## src/rtl/obstacle_gen.sv

```systemverilog
`default_nettype none
// ============================================================================
// Module      : obstacle_gen
// Description : Obstacle field producer for the game-logic stage. Owns ten
//               obstacle slots. Spawns obstacles at the right screen edge on
//               a fixed cadence, with size and ceiling/floor attachment taken
//               from a 16-bit LFSR. Scrolls active obstacles left while the
//               game runs, retires the ones that leave the screen, and counts
//               retirements as the score.
// Ports       : clk        - clock, rising edge
//               rst_n      - asynchronous active-low reset
//               gamemode   - 00 initial, 01 running, 10 paused, 11 ended
//               obstacle_x - slot k: [k*20 +:10] x_left, [k*20+10 +:10] x_right
//               obstacle_y - slot k: [k*18 +:9] y_top,   [k*18+9 +:9]   y_bottom
//               score      - retired obstacle count, saturating at 16'hFFFF
// Revision    : 1.0 - initial release
// ============================================================================
module obstacle_gen #(
  parameter int          SCREEN_W       = 640,
  parameter int          OBS_W          = 40,
  parameter int          SPEED          = 4,
  parameter int          SPAWN_INTERVAL = 60,
  parameter int          UPPER_BOUND    = 120,
  parameter int          LOWER_BOUND    = 360,
  parameter int          MIN_H          = 40,
  parameter int          MAX_H          = 120,
  parameter logic [15:0] LFSR_SEED      = 16'hACE1
) (
  input  logic         clk,
  input  logic         rst_n,
  input  logic [1:0]   gamemode,
  output logic [199:0] obstacle_x,
  output logic [179:0] obstacle_y,
  output logic [15:0]  score
);

  localparam int c_nslots = 10;
  localparam int c_cnt_w  = (SPAWN_INTERVAL > 1) ? $clog2(SPAWN_INTERVAL) : 1;

  localparam logic [c_cnt_w-1:0] c_cnt_last = c_cnt_w'(SPAWN_INTERVAL - 1);
  localparam logic [9:0]         c_speed    = 10'(SPEED);
  localparam logic [9:0]         c_spawn_xl = 10'(SCREEN_W);
  localparam logic [9:0]         c_spawn_xr = 10'(SCREEN_W + OBS_W - 1);
  localparam logic [8:0]         c_upper    = 9'(UPPER_BOUND);
  localparam logic [8:0]         c_lower    = 9'(LOWER_BOUND);
  localparam logic [8:0]         c_min_h    = 9'(MIN_H);
  localparam logic [8:0]         c_h_range  = 9'(MAX_H - MIN_H + 1);

  localparam logic [1:0] c_mode_init    = 2'b00;
  localparam logic [1:0] c_mode_running = 2'b01;

  // Slot registers
  logic [9:0]         r_xl [c_nslots];
  logic [9:0]         r_xr [c_nslots];
  logic [8:0]         r_yt [c_nslots];
  logic [8:0]         r_yb [c_nslots];
  logic [15:0]        r_lfsr;
  logic [c_cnt_w-1:0] r_cnt;
  logic [15:0]        r_score;

  logic [c_nslots-1:0] w_active;
  logic [c_nslots-1:0] w_retire;
  logic [c_nslots-1:0] w_spawn_sel;
  logic                w_found;
  logic [3:0]          w_ret_cnt;
  logic [16:0]         w_score_sum;
  logic                w_spawn_now;
  logic                w_lfsr_fb;
  logic [8:0]          w_h;
  logic [8:0]          w_yt_new;
  logic [8:0]          w_yb_new;

  always_comb begin
    w_active    = '0;
    w_retire    = '0;
    w_spawn_sel = '0;
    w_found     = 1'b0;
    w_ret_cnt   = '0;

    w_lfsr_fb   = r_lfsr[15] ^ r_lfsr[13] ^ r_lfsr[12] ^ r_lfsr[10];
    w_h         = c_min_h + ({2'b00, r_lfsr[6:0]} % c_h_range);
    if (r_lfsr[15]) begin
      w_yt_new = c_lower - w_h;
      w_yb_new = c_lower;
    end else begin
      w_yt_new = c_upper;
      w_yb_new = c_upper + w_h;
    end

    w_spawn_now = (r_cnt == c_cnt_last);

    // Eligibility is judged on the state at the start of the cycle, so a
    // slot retiring now is still "active" here and cannot take the spawn.
    for (int k = 0; k < c_nslots; k++) begin
      w_active[k] = (r_xl[k] != '0) || (r_xr[k] != '0) ||
                    (r_yt[k] != '0) || (r_yb[k] != '0);
      w_retire[k] = w_active[k] && (r_xr[k] < c_speed);
      if (!w_active[k] && !w_found) begin
        w_spawn_sel[k] = 1'b1;
        w_found        = 1'b1;
      end
      w_ret_cnt = w_ret_cnt + {3'b000, w_retire[k]};
    end

    w_score_sum = {1'b0, r_score} + {13'd0, w_ret_cnt};
  end

  always_ff @(posedge clk or negedge rst_n) begin
    if (!rst_n) begin
      r_lfsr  <= LFSR_SEED;
      r_cnt   <= '0;
      r_score <= '0;
      for (int k = 0; k < c_nslots; k++) begin
        r_xl[k] <= '0;
        r_xr[k] <= '0;
        r_yt[k] <= '0;
        r_yb[k] <= '0;
      end
    end else begin
      // The LFSR free-runs in every mode.
      r_lfsr <= {r_lfsr[14:0], w_lfsr_fb};

      if (gamemode == c_mode_init) begin
        r_cnt   <= '0;
        r_score <= '0;
        for (int k = 0; k < c_nslots; k++) begin
          r_xl[k] <= '0;
          r_xr[k] <= '0;
          r_yt[k] <= '0;
          r_yb[k] <= '0;
        end
      end else if (gamemode == c_mode_running) begin
        r_cnt   <= w_spawn_now ? '0 : r_cnt + 1'b1;
        r_score <= w_score_sum[16] ? 16'hFFFF : w_score_sum[15:0];
        for (int k = 0; k < c_nslots; k++) begin
          if (w_spawn_now && w_spawn_sel[k]) begin
            r_xl[k] <= c_spawn_xl;
            r_xr[k] <= c_spawn_xr;
            r_yt[k] <= w_yt_new;
            r_yb[k] <= w_yb_new;
          end else if (w_retire[k]) begin
            r_xl[k] <= '0;
            r_xr[k] <= '0;
            r_yt[k] <= '0;
            r_yb[k] <= '0;
          end else if (w_active[k]) begin
            // Left edge clamps at the screen border; right edge keeps
            // moving until it drops below SPEED and the slot retires.
            r_xl[k] <= (r_xl[k] > c_speed) ? (r_xl[k] - c_speed) : '0;
            r_xr[k] <= r_xr[k] - c_speed;
          end
        end
      end
      // Paused and ended: everything except the LFSR holds.
    end
  end

  generate
    for (genvar g = 0; g < c_nslots; g++) begin : g_pack
      assign obstacle_x[g*20 +: 10]    = r_xl[g];
      assign obstacle_x[g*20+10 +: 10] = r_xr[g];
      assign obstacle_y[g*18 +: 9]     = r_yt[g];
      assign obstacle_y[g*18+9 +: 9]   = r_yb[g];
    end
  endgenerate

  assign score = r_score;

endmodule
`default_nettype wire

```

## config.mk

```make
export PLATFORM = sky130hd
export DESIGN_NAME = obstacle_gen
export DESIGN_NICKNAME = d
export VERILOG_FILES = /design/src/rtl/obstacle_gen.sv
export SDC_FILE = /design/constraint.sdc
export NUM_CORES = 1
export LEC_CHECK = 0
export BUFFER_PORTS_ARGS = -buffer_cell sky130_fd_sc_hd__buf_2
export CELL_PAD_IN_SITES_DETAIL_PLACEMENT = 0
export CELL_PAD_IN_SITES_GLOBAL_PLACEMENT = 1
export CORE_MARGIN = 2
export CORE_UTILIZATION = 34
export DETAILED_ROUTE_END_ITERATION = 16
export GPL_ROUTABILITY_DRIVEN = 0
export GPL_TIMING_DRIVEN = 0
export PLACE_DENSITY = 0.66
export SYNTH_ARGS = -nofsm -noshare
export SYNTH_HDL_FRONTEND = slang
export SYNTH_SLANG_ARGS = --single-unit
```

## constraint.sdc

```tcl
create_clock -name clk -period 7.5 [get_ports clk]
set_input_delay 1.5 -clock clk [delete_from_list [all_inputs] [get_ports clk]]
set_output_delay 1.5 -clock clk [all_outputs]
set_load 0.005 [all_outputs]
```

### After elaboration in Yosys (flattened, before gate mapping)

Index checks and enable logic that the tools add are counted.

* register bits after elaboration: 418
* input port bits: 4

* add/sub/neg operators: 34
* div/mod/pow operators: 1
* $lt $le $gt $ge: 20
* eq/ne operators: 2
* multiplexer cells: 134
* bitwise operators: 3
* reduce and logical (&&, ||, !) cells: 158

Operators with widths (number)
* $mux 10: 70
* $mux 100: 4
* $mux 90: 4
* $mux 9: 32
* $reduce_bool 10->1: 20
* $sub 10x3->10 const B: 20
* $reduce_bool 9->1: 20
* $gt 10x3->1 const B: 10
* $lt 10x3->1 const B: 10
* $mux 16: 3
* $reduce_and 2->1: 20
* $reduce_bool 4->1: 10
* $logic_or 1x1->1: 30
* $reduce_bool 3->1: 10
* $logic_and 1x1->1: 29
* $add 4x1->4: 6
* $mux 1: 18
* $mux 6: 3
* $add 16x4->17: 1
* $logic_not 1->1: 17
* $add 6x9->9 const A: 1
* $add 7x9->9 const A: 1
* $mod 7x7->9 const B: 1
* $sub 9x9->9 const A: 1
* 9 further kinds: 11

### Depth between registers and ports, before layout

* depth after elaboration: 35
* gate-level depth with buffers: 24
* mapped depth without buffers: 22

### Least setup slack after synthesis

Ideal clock, no wire load.

* path type: flip-flop to flip-flop
* start point: reg r_xl, in the netlist obstacle_x[4]
* end point: reg r_score[10], in the netlist score[10]
* setup time: 0.072 ns
* data arrival time: 5.966 ns
* data required time: 7.428 ns
* setup slack: 1.462 ns
* cell stages (with the launch flop): 23
* period minus slack after synthesis: 6.038 ns
* cell sequence: dfrtp_1 > or4_1 > or3_1 > or4_1 > buf_2 > nand4_1 > inv_1 > fa_1 > inv_1 > fa_1 > fa_1 > fa_1 > inv_1 > fa_1 > a21o_1 > a21oi_1 > nor4b_1 > and4_1 > clkbuf_1 > nor2_1 > nand2_1 > a21oi_1 > nor2_1

* word-level cells in the longest chain between the ends: 18

Ends and longest elaborated chain
* from (decl): RTL line 53 `logic [9:0] r_xl [c_nslots];`
* from (signal, indexed assignment): RTL line 137 `r_xl[k] <= c_spawn_xl;`
* from (signal, indexed assignment): RTL line 149 `r_xl[k] <= (r_xl[k] > c_speed) ? (r_xl[k] - c_speed) : '0;`
* $reduce_bool 10->1: RTL line 95 `w_active[k] = (r_xl[k] != '0) || (r_xr[k] != '0) ||`
* $logic_or 1x1->1 (2 in series): RTL line 95
* $logic_or 1x1->1: RTL line 96 `(r_yt[k] != '0) || (r_yb[k] != '0);`
* $logic_and 1x1->1: RTL line 97 `w_retire[k] = w_active[k] && (r_xr[k] < c_speed);`
* $add 1x1->2: RTL line 102 `w_ret_cnt = w_ret_cnt + {3'b000, w_retire[k]};`
* $add 2x1->3: RTL line 102
* $add 3x1->4: RTL line 102
* $add 4x1->4 (6 in series): RTL line 102
* $add 16x4->17: RTL line 105 `w_score_sum = {1'b0, r_score} + {13'd0, w_ret_cnt};`
* $mux 16: RTL line 134 `r_score <= w_score_sum[16] ? 16'hFFFF : w_score_sum[15:0];`
* $mux 16: RTL line 132 `end else if (gamemode == c_mode_running) begin`
* $mux 16: RTL line 123 `if (gamemode == c_mode_init) begin`
* to (signal assigned): RTL line 134
* to (decl): RTL line 59 `logic [15:0] r_score;`

No other way between the ends. The select of a mux whose other input is x is not followed.
A chain may end at the register's enable or synchronous reset.

### Worst setup path in the final report

* start point: reg r_xl, in the netlist obstacle_x[4]
* end point: reg r_score[11], in the netlist score[11]

Same word-level chain as after synthesis.

==> flow_metrics.env <==
export IMPL_cts_hold_buf=0
export IMPL_worst_pin_slew_ns=1.378
export IMPL_post_drt_wl_per_cell_um=23.36
export IMPL_tns_ns=0
export IMPL_ant_nets=0
export IMPL_p_leak_nw=12.07
export IMPL_ys_ff_latch=388
export IMPL_cts_tree="done"
export IMPL_cp_top_family="simple AND/OR/NAND/NOR gates"
export IMPL_endpoint="score[11]"
export IMPL_syn_to_final_growth_pct=23.43
export IMPL_synth_commonest_cells="dfrtp_1, nand2_1, o21ai_0"
export IMPL_drt_total_wl_um=81020
export IMPL_avgSynthCellArea_um2=9.021
export IMPL_synthDominantCellAreaShare_pct=47.72
export IMPL_p_int_mw=5.240
export IMPL_period_minus_slack_ns=6.829
export IMPL_dieArea_um2=60560
export IMPL_p_clk_share_pct=26.4
export IMPL_vdd_drop_max_uv=167.3
export IMPL_cp_depth=20
export IMPL_synth_edff_count=0
export IMPL_cap_violations=0
export IMPL_synth_most_common_cell="dfrtp_1"
export IMPL_die_w_um=246.1
export IMPL_initial_core_util_pct=34.47
export IMPL_slew_violations=0
export IMPL_end_kind="flop"
export IMPL_via_per_inst=5.468
export IMPL_worstPathRequired_ns=8.01
export IMPL_fp_coreArea_um2=57810
export IMPL_ioPinCount=400
export IMPL_hold_violations=0
export IMPL_outcome="finished, final reports clean"
export IMPL_ys_types=85
export IMPL_cp_data_arrival_time_ns=7.34
export IMPL_firstDrtPassIters=5
export IMPL_cts_max_level=2
export IMPL_grt_max_degree=119
export IMPL_p_comb_share_pct=40.3
export IMPL_grt_usage_pct=26.28
export IMPL_slew_headroom_pct=8.163
export IMPL_worstReg2RegStart="obstacle_x[4]"
export IMPL_crit_fanout=8
export IMPL_critPathLaunchType="flop"
export IMPL_r2r_end="score[11]"
export IMPL_cts_made_buffers=46
export IMPL_globalRouteOverflowTotal=0
export IMPL_cp_num_buf_inv=4
export IMPL_syn_inst=2209
export IMPL_max_stage_delay_ns=0.58
export IMPL_antenna_found_initial=1
export IMPL_setup_worst_path_start="obstacle_x[4]"
export IMPL_worst_r2r_setup_slack_ns=0.67
export IMPL_die_h_um=246.1
export IMPL_synth_area_um2=19930
export IMPL_critical_path_class="reg2reg"
export IMPL_rsz0062_at_grt="false"
export IMPL_swShare_pct=40.96
export IMPL_fin_total_pwr_mw=8.875
export IMPL_critical_path_cell_chain="or4_1 > or3_1 > or4_1 > buf_2 > nand4_1 > inv_1 > fa_1 > inv_1 > fa_1 > fa_1 > fa_1 > inv_1 > fa_1 > a21o_1 > a21oi_1 > nor4b_2 > nand4_1 > nand2b_1 > o21ai_0 > a21oi_1"
export IMPL_whs_ns=0.3524
export IMPL_grt_pass1_wl_um=119400
export IMPL_setup_viol=0
export IMPL_slowest_stage="fa_1"
export IMPL_post_cts_setup_buffers=0
export IMPL_dr_first_iter_drc_count=1600
export IMPL_rows=88
export IMPL_via_count=18960
export IMPL_seqPwrFrac_pct=33.3
export IMPL_clock_skew_ns=0.02780
export IMPL_cpMostUsedCell="fa_1"
export IMPL_ys_warn_count=0
export IMPL_ys_seq_area_share_pct=48.78
export IMPL_clock_root_buffer="clkbuf_16"
export IMPL_yosysTopAreaCell="dfrtp_1"
export IMPL_drc=0
export IMPL_cts_resized=0
export IMPL_clk_latency_ns=0.60
export IMPL_reg2reg_depth=20
export IMPL_nets=2736
export IMPL_post_route_period_util_pct=91.05
export IMPL_clkSinkCount=388
export IMPL_async_reset_ff_share_pct=100.0
export IMPL_drive_above_1_share_pct=21.38
export IMPL_p_sw_mw=3.635
export IMPL_synthTopCellsByArea="dfrtp_1, o21ai_0, nand2_1"
export IMPL_hp_class="reg2reg"
export IMPL_dp_hpwl_um=59230
export IMPL_fmax_ghz=0.1464
export IMPL_clock_path_buffers=3
export IMPL_clk_pin_slew_ns=0.06
export IMPL_numPortBuffers=379
export IMPL_holdPathStages=0
export IMPL_synth_flop_cell="dfrtp_1"
export IMPL_power_density_nw_per_um2=360.8
export IMPL_grt_pass1_vias=17970
==> power by group through the flow <==
stage	Sequential, mW	Clock (mW)	Combinational (mW)
6_report	2.96	2.34	3.58
5_1_grt	3.01	2.47	4.04
4_1_cts	2.95	2.38	3.58
3_5_place_dp	2.98	0	3.57
3_3_place_gp	2.97	0	3.52
2_1_floorplan	2.88	0	2.32
==> worst reg2reg max path, stage by stage (launching register included) <==
cell and delay (ns):
dfrtp_1 0.45, or4_1 0.56, or3_1 0.44, or4_1 0.49, buf_2 0.21, nand4_1 0.39, inv_1 0.13, fa_1 0.58
inv_1 0.08, fa_1 0.50, fa_1 0.52, fa_1 0.45, inv_1 0.08, fa_1 0.21, a21o_1 0.13, a21oi_1 0.12
nor4b_2 0.47, nand4_1 0.45, nand2b_1 0.22, o21ai_0 0.09, a21oi_1 0.18
==> layer usage <==
metal  share of wire [%]  global-route usage, %  vias up
li1                    -                      -     8749
met4                 3.7                  9.715        0
met5                   0                      0        -
met2                  46                  41.54      625
met3                 5.5                  4.401      140
met1                  45                  36.07     9450
==> metrics by stage <==
step                      setup WS, ns  utilization [%]  std cells  area [um^2]
after global placement          -3.122            39.53       3372        22850
final                           0.6711            42.55       3468        24600
after CTS                       0.3965            42.50       3464        24570
after detailed placement        0.4707            39.81       3378        23010
after floorplan                  1.462                -       2228        20000
after global routing            0.2590            42.53       3464        24590
==> layout by cell type (no fill, tap or decap), types with 49 or more instances in the layout <==
cell type and count:
buf_2 391, dfrtp_1 380, nand2_1 360, o21ai_0 353
nor2_1 166, inv_1 82, a21oi_1 82, nor4_1 75
clkbuf_1 67, ha_1 64, nor3_1 60, clkbuf_16 49
==> worst min path at each step <==
stage | start | to | slack, ns
3_5_place_dp | r_lfsr[9] | r_lfsr[10] | 0.34
3_3_place_gp | r_lfsr[9] | r_lfsr[10] | 0.34
2_1_floorplan | r_lfsr[8] | r_lfsr[9] | 0.33
6_report | r_lfsr[9] | r_lfsr[10] | 0.35
5_1_grt | r_lfsr[14] | r_lfsr[15] | 0.37
4_1_cts | r_lfsr[9] | r_lfsr[10] | 0.35
==> cells by family after synthesis <==
| logic type | count (synthesis) | synth area share, % |
|---|---|---|
| AND/OR/NAND/NOR | 920 | 22.96 |
| AO/OA/AOI/OAI | 583 | 16.70 |
| flip-flops | 388 | 48.78 |
| buffers and inverters | 194 | 4.427 |
| adder cells (fa/ha/maj) | 71 | 4.722 |
| XOR/XNOR | 39 | 1.714 |
| multiplexers | 13 | 0.6844 |
| other | 1 | 0.01882 |
==> state kept, by name (all words and copies together), names as in the netlist <==
signal,count
obstacle_x,170
obstacle_y,180
r_cnt,6
r_lfsr,16
score,16
==> final cells by class <==
type / count / area (um^2)
antenna: 4 / 10.01
buffer: 112 / 574.3
clock buffer: 69 / 1391
clock inverter: 17 / 162.7
fill: 5821 / 33210
inverter: 82 / 307.8
multi-input combinational: 1646 / 9443
sequential: 388 / 9719
tap: 765 / 957.2
timing repair buffer: 385 / 2031
No activity file was read; power rests on OpenSTA's default activity.
